File: config.mk
export PLATFORM = sky130hd
export DESIGN_NAME = lfsr_crypt_seq
export DESIGN_NICKNAME = d
export VERILOG_FILES = /design/src/rtl/lfsr_crypt_seq.sv
export SDC_FILE = /design/constraint.sdc
export NUM_CORES = 1
export LEC_CHECK = 0
export BUFFER_PORTS_ARGS = -buffer_cell sky130_fd_sc_hd__buf_2
export CAP_MARGIN = 20
export CORE_MARGIN = 2
export CORE_UTILIZATION = 52
export DETAILED_ROUTE_END_ITERATION = 10
export HOLD_SLACK_MARGIN = 0.02
export MAX_ROUTING_LAYER = met4
export PLACE_DENSITY_LB_ADDON = 0.12
export SYNTH_ARGS = -nofsm -noshare
export SYNTH_HDL_FRONTEND = slang
export SYNTH_SLANG_ARGS = --single-unit
File: constraint.sdc
create_clock -name Clk -period 4.1 [get_ports Clk]
set_clock_uncertainty 0.1 [all_clocks]
set_input_delay 0.82 -clock Clk [delete_from_list [all_inputs] [get_ports Clk]]
set_output_delay 0.82 -clock Clk [all_outputs]
set_load 0.05 [all_outputs]
File: src/rtl/lfsr_crypt_seq.sv
// Block-cipher sequencer: XORs a memory block with an external 7-bit LFSR stream.
// Define CRYPT_PREAMBLE_EN to emit PRE_LEN encrypted PRE_CHAR bytes ahead of the message.
module lfsr_crypt_seq #(
    parameter int unsigned ADDR_W   = 8,
    parameter int unsigned PRE_LEN  = 10,
    parameter logic [7:0]  PRE_CHAR = 8'h20
) (
    input  logic              Clk,
    input  logic              Reset,
    input  logic              Start,
    input  logic [6:0]        CfgSeed,
    input  logic [6:0]        CfgTaps,
    input  logic [ADDR_W-1:0] CfgSrc,
    input  logic [ADDR_W-1:0] CfgDst,
    input  logic [7:0]        CfgLen,
    input  logic              MemGnt,
    input  logic [7:0]        MemRdData,
    input  logic [6:0]        LFSRState,
    output logic              Busy,
    output logic              Done,
    output logic              LFSRSetState,
    output logic              LFSRSetTapPtrn,
    output logic              LFSRShift,
    output logic [6:0]        LFSRSeedOut,
    output logic [6:0]        LFSRTapOut,
    output logic [ADDR_W-1:0] MemAddr,
    output logic              MemWrEn,
    output logic [7:0]        MemWrData
);

    typedef enum logic [2:0] {
        S_IDLE,
        S_CFG,
`ifdef CRYPT_PREAMBLE_EN
        S_PRE,
`endif
        S_RD,
        S_WAIT,
        S_WR,
        S_DONE
    } state_t;

    state_t            r_state;
    logic [6:0]        r_seed;
    logic [6:0]        r_taps;
    logic [ADDR_W-1:0] r_src;
    logic [ADDR_W-1:0] r_dst;
    logic [7:0]        r_len;
    logic [7:0]        r_idx;
    logic [7:0]        r_data;
    logic [7:0]        w_idx_next;
    logic [ADDR_W-1:0] w_idx_a;
    logic [ADDR_W-1:0] w_msg_dst;

    assign w_idx_next = r_idx + 8'd1;
    assign w_idx_a    = ADDR_W'(r_idx);

`ifdef CRYPT_PREAMBLE_EN
    localparam logic [7:0] PRE_LAST = 8'(PRE_LEN - 1);
    logic [7:0] r_pre_k;

    // Message bytes land after the preamble.
    assign w_msg_dst = r_dst + ADDR_W'(PRE_LEN);
`else
    logic w_unused_pre;

    assign w_msg_dst    = r_dst;
    assign w_unused_pre = ^{PRE_CHAR, PRE_LEN};
`endif

    always_ff @(posedge Clk or negedge Reset) begin
        if (!Reset) begin
            r_state <= S_IDLE;
            r_seed  <= '0;
            r_taps  <= '0;
            r_src   <= '0;
            r_dst   <= '0;
            r_len   <= '0;
            r_idx   <= '0;
            r_data  <= '0;
`ifdef CRYPT_PREAMBLE_EN
            r_pre_k <= '0;
`endif
        end else begin
            case (r_state)
                S_IDLE: begin
                    if (Start) begin
                        r_seed  <= CfgSeed;
                        r_taps  <= CfgTaps;
                        r_src   <= CfgSrc;
                        r_dst   <= CfgDst;
                        r_len   <= CfgLen;
                        r_idx   <= '0;
                        r_state <= S_CFG;
                    end
                end
                S_CFG: begin
`ifdef CRYPT_PREAMBLE_EN
                    r_pre_k <= '0;
                    r_state <= S_PRE;
`else
                    r_state <= (r_len == 8'd0) ? S_DONE : S_RD;
`endif
                end
`ifdef CRYPT_PREAMBLE_EN
                S_PRE: begin
                    if (MemGnt) begin
                        r_pre_k <= r_pre_k + 8'd1;
                        if (r_pre_k == PRE_LAST) begin
                            r_state <= (r_len == 8'd0) ? S_DONE : S_RD;
                        end
                    end
                end
`endif
                S_RD: begin
                    if (MemGnt) begin
                        r_state <= S_WAIT;
                    end
                end
                S_WAIT: begin
                    r_data  <= MemRdData;
                    r_state <= S_WR;
                end
                S_WR: begin
                    if (MemGnt) begin
                        r_idx   <= w_idx_next;
                        r_state <= (w_idx_next == r_len) ? S_DONE : S_RD;
                    end
                end
                S_DONE:  r_state <= S_IDLE;
                default: r_state <= S_IDLE;
            endcase
        end
    end

    // Write/shift strobes follow MemGnt in the same cycle, so they are decoded here
    // from the registered state rather than registered themselves.
    always_comb begin
        Busy           = (r_state != S_IDLE);
        Done           = (r_state == S_DONE);
        LFSRSetState   = (r_state == S_CFG);
        LFSRSetTapPtrn = (r_state == S_CFG);
        LFSRShift      = 1'b0;
        MemWrEn        = 1'b0;
        MemAddr        = '0;
        MemWrData      = '0;
        case (r_state)
`ifdef CRYPT_PREAMBLE_EN
            S_PRE: begin
                MemAddr   = r_dst + ADDR_W'(r_pre_k);
                MemWrData = PRE_CHAR ^ {1'b0, LFSRState};
                MemWrEn   = MemGnt;
                LFSRShift = MemGnt;
            end
`endif
            S_RD: begin
                MemAddr = r_src + w_idx_a;
            end
            S_WR: begin
                MemAddr   = w_msg_dst + w_idx_a;
                MemWrData = r_data ^ {1'b0, LFSRState};
                MemWrEn   = MemGnt;
                LFSRShift = MemGnt;
            end
            default: begin
                MemAddr = '0;
            end
        endcase
    end

    assign LFSRSeedOut = r_seed;
    assign LFSRTapOut  = r_taps;

endmodule

; After elaboration in Yosys (flattened, before gate mapping)
; Index checks and enable logic that the tools add are counted.
[op_classes]
bitwise = 1
n_eq_ne = 9
reduce_logical = 7
addsub = 3
muxes = 12
[op_table]
columns = cell, n
row1 = 8-bit case mux with 2 select lines, 2
row2 = 8-bit 2-to-1 mux, 3
row3 = 8-bit adder, 2
row4 = 3-bit 2-to-1 mux, 5
row5 = 3-bit case mux with 5 select lines, 1
row6 = "8-bit by 1-bit adder with 8-bit output, second input constant", 1
row7 = 8-bit equality test, 1
row8 = 8-bit logical NOT, 1
row9 = 8-bit by 7-bit XOR with 8-bit output, 1
row10 = "3-bit by 2-bit equality test with 1-bit output, second input constant", 2
row11 = "3-bit equality test, second input constant", 2
row12 = "2-bit != test, second input constant", 3
row13 = 3-bit AND reduction, 2
row14 = "3-bit by 1-bit equality test with 1-bit output, second input constant", 1
row15 = 3-bit logical NOT, 1
row16 = 3-bit nonzero test, 1
row17 = 2-bit AND reduction, 1
row18 = 2-bit nonzero test, 1
row19 = 1-bit 2-to-1 mux, 1
[totals]
output_inout_bits = 36
ff_bits = 57

; Longest topological paths before layout
[logic_depth]
ltp_word = 5
ltp_mapped = 14
ltp_nobuf = 13

; Worst setup path after synthesis
; Ideal clock, no wire load.
[synth_path]
path_type = register to output
startpoint = register r_state[1]
endpoint = output port MemAddr[6]
path_buffers = 2
stages_incl_launch_ff = 15
required_time_ns = 3.180
arrival_time_ns = 3.408
slack_ns = -0.228
cell_sequence = dfrtp_1 buf_4 nor3b_2 clkbuf_1 nand2_1 nand2_1 ha_1 inv_1 fa_1 nor2b_1 o21ai_0 a21boi_0 o21a_1 nor3_1 nor3_1
[synth_via]
elab_chain_cells = 2
elab_cells_between_ends = 3
cone_classes = eq/ne: 2 / mux: 1
[synth_lines]
columns = element, line
row1 = start: declaration, 43  ; state_t r_state;
row2 = start signal: assignment, 102  ; r_state <= (r_len == 8'd0) ? S_DONE : S_RD;
row3 = start signal: assignment, 127  ; r_state <= (w_idx_next == r_len) ? S_DONE : S_RD;
row4 = 3-bit equality test or 3-bit by 2-bit equality test with 1-bit output (tied branches), 147  ; case (r_state)
row5 = 8-bit case mux with 2 select lines (*), 147
row6 = end: declaration, 26  ; output logic [ADDR_W-1:0] MemAddr,
; Every way passes the cells marked *; elsewhere a longest branch is shown, timed or not.

; Worst setup path in the final report
[layout_path]
startpoint = register r_state[0]
endpoint = output port MemAddr[6]
; The elaborated chain is that of the path after synthesis.

==> impl_metrics.tcl <==
set metrics [dict create \
    run_status "finished clean" \
    path_clk_slew_ns 0.06 \
    fin_area_mm2 0.00381 \
    cts-htree-levels 3 \
    finalSetupViolCount 0 \
    worst_slack_ns 0.218 \
    postSynthAreaPerCell_um2 10.9 \
    cts_tree "yes" \
    path_cells "inv_1 -> nand3b_1 -> nand2_1 -> nand2_1 -> ha_1 -> inv_1 -> fa_1 -> nor2b_1 -> o21ai_0 -> a21boi_1 -> o21a_1 -> o21a_1 -> nor3_2 -> clkbuf_4" \
    drt-initial-drc-count 103 \
    p_leak_nw 1.80 \
    routedWlPerCell_um 14.3 \
    clock_sinks 57 \
    power.total_mw 3.20 \
    critPathArrivalTime_ns 2.96 \
    slowest_delay_ns 0.45 \
    antenna_found_initial 0 \
    fp.dieH_um 81.0 \
    finalMaxSlewViolations 0 \
    io_buffers 92 \
    dp.cells 442 \
    area_growth_pct 23.8 \
    postPlaceCellArea_mm2 0.00360 \
    grt_max_degree 33 \
    synth-xor-area-share_pct 6.54 \
    dp_hpwl_um 4980 \
    synth-seq-area-share_pct 46.3 \
    holdBufCountCts 0 \
    ios 93 \
    start_util_pct 53.0 \
    netlist_area_mm2 0.00308 \
    worst_pin_slew_ns 0.747 \
    viasPerCell 5.19 \
    rows 28 \
    wirelength_um 6580 \
    synthFlopType "dfrtp_1" \
    critPathSlowestCell "dfrtp_2" \
    cts_root_buf "clkbuf_8" \
    gr-total-overflow 0 \
    postSynth.asyncResetShare_pct 100 \
    critical_path_class "register to primary output" \
    synth.distinct_cells 46 \
    layout.cells.non_filler 459 \
    synth_compound_area_share_pct 7.51 \
    crit_start "r_state[0]$_DFFE_PN0P_" \
    cp_max_fo 7 \
    drive_above_1_share_pct 44.3 \
    cp_num_buf_inv 3 \
    die_w_um 81.0 \
    drt-pass1-iter-count 4 \
    synthSimpleGateAreaFrac_pct 14.1 \
    syn_nets 350 \
    drc 0 \
    dr_total_vias 2381 \
    first_global_vias 2270 \
    hold_path_class "register to register" \
    gp_congestion 0.944 \
    synth_edf_count 0 \
    syn_inst 284 \
    place_ws_ns 0.427 \
    crit_path_start_kind "register" \
    yosysWarnings 0 \
    synthAdderAreaFrac_pct 3.90 \
    vdd.ir_drop.worst_mv 0.539 \
    fin_crit_sh_pct 94.7 \
    die-area_mm2 0.00656 \
    nFillCells 492 \
    reg2regPathDepth 4 \
    end_kind "primary output" \
    clock_path_buffers 2 \
    fmax_mhz 258 \
    ys_ff_latch 57 \
    grt_pass1_wl_um 10700 \
    worst-r2r-setup-slack_ns 1.76 \
    clock_latency_ns 0.33 \
    synth_top_family_by_area "multiplexers" \
    fin_nets 445 \
    hold_viol_final 0 \
    critical_path_depth 14 \
    tritoncts.num_buffers 9 \
    r2r-end "LFSRTapOut[2]$_DFFE_PN0P_" \
    core_area_mm2 0.00582 \
    muxShareOfSynthArea_pct 18.1 \
    crit_path_end "MemAddr[6]" \
    r2r_start "r_state[2]$_DFFE_PN0P_" \
    worst-endpoint-required_ns 3.18 \
    grtUsageTotal_pct 22.3 \
    diodes 0 \
    slew_headroom_pct 50.2 \
    finalCriticalPeriod_ns 3.88 \
    powerDensity_mw_per_mm2 838 \
    path_delay_family "compound AO/OA/AOI/OAI gates" \
    ant_nets 0 \
    maxCapViolations 0 \
]
-- worst min path at each step --
stage | startpoint | end | slack, ns | cells past startpoint
finish | r_data[7]$_DFFE_PN0P_ | r_data[7]$_DFFE_PN0P_ | 0.40 | 1
CTS | r_data[7]$_DFFE_PN0P_ | r_data[7]$_DFFE_PN0P_ | 0.40 | 1
floorplan | r_data[7]$_DFFE_PN0P_ | r_data[7]$_DFFE_PN0P_ | 0.37 | 1
global route | r_data[7]$_DFFE_PN0P_ | r_data[7]$_DFFE_PN0P_ | 0.42 | 1
global placement | LFSRSeedOut[2]$_DFFE_PN0P_ | LFSRSeedOut[2]$_DFFE_PN0P_ | 0.39 | 1
detailed placement | r_data[7]$_DFFE_PN0P_ | r_data[7]$_DFFE_PN0P_ | 0.39 | 1
-- cell type report --
type,instances,area [µm²],share of cell area (%)
well taps,75,93.8,2.46
clock buffers,11,141,3.71
multi-input cells,206,1560,40.8
inverters,7,26.3,0.689
repair buffers,98,510,13.4
clock inverters,5,55.1,1.44
flip-flops and latches,57,1430,37.5
-- layer usage --
layer	GRT usage (%)	share of wire [%]	vias up
met4	6.10	1.3	0
met5	-	0	-
met2	32.5	45	72
met1	30.8	48	1121
li1	-	-	1181
met3	6.22	5.6	7
-- cells by family after synthesis --
| family | count (synthesis) |
|---|---|
| fa+ha+maj | 9 |
| buf+inv | 21 |
| mux | 50 |
| simple gates | 88 |
| flops | 57 |
| xor+xnor | 23 |
| compound gates | 36 |
-- through the flow --
step	hold WS (ns)	setup TNS, ns	util, %
finish	0.396	0	65.6
global route	0.418	-0.0117	65.6
CTS	0.400	0	65.3
detailed placement	0.386	0	61.9
global placement	0.387	0	61.9
floorplan	0.371	0	-
-- sequential cells by signal, summed over array words and instances (netlist names) --
signal and count:
r_state 3, r_idx 8, r_dst 8, r_data 8, LFSRSeedOut 7, r_src 8, r_len 8, LFSRTapOut 7
-- power breakdown --
group,switching [mW],total (mW),internal [mW]
clock,0.224,0.519,0.295
combinational,1.04,1.66,0.624
sequential,0.196,1.02,0.821
total,1.46,3.20,1.74
-- timing repair --
action,CTS,global route
buffers inserted,0,1
endpoints found under the setup margin,0,2
resized for setup,0,6
-- cells in the mapped netlist, types with 2 or more instances --
cell       n  area share [%]
a21oi_1    3            0.49
a22o_1     2            0.57
and2_1     2            0.41
and3_1     2            0.41
buf_2      3            0.49
buf_4      7             1.7
clkbuf_1   3            0.37
dfrtp_1   57              46
ha_1       8             3.2
inv_1      7            0.85
mux2_2    46              17
mux2i_1    4             1.3
nand2_1   31             3.8
nand3_1    3            0.49
nand3b_1   3            0.73
nor2_1    25             3.0
nor2b_1    2            0.41
nor3_1     8             1.3
o21a_1     3            0.73
o21ai_0   16             2.6
o31ai_1    2            0.49
or4_1      2            0.49
xnor2_1   15             4.3
xor2_1     8             2.3
-- placed cells by master, fill, tap and decap left out, types with 3 or more instances in the layout --
master	Yosys	layout
buf_2	3	90
dfrtp_1	57	54
mux2_2	46	46
nand2_1	31	31
nor2_1	25	24
o21ai_0	16	16
xnor2_1	15	15
clkbuf_8	0	10
xor2_1	8	8
ha_1	8	8
inv_1	7	7
nor3_1	8	7
buf_4	7	6
mux2i_1	4	4
nand3b_1	3	3
o21a_1	3	3
a21oi_1	3	3
nand3_1	3	3
dfrtp_2	0	3
No activity file was read; power rests on OpenSTA's default activity.
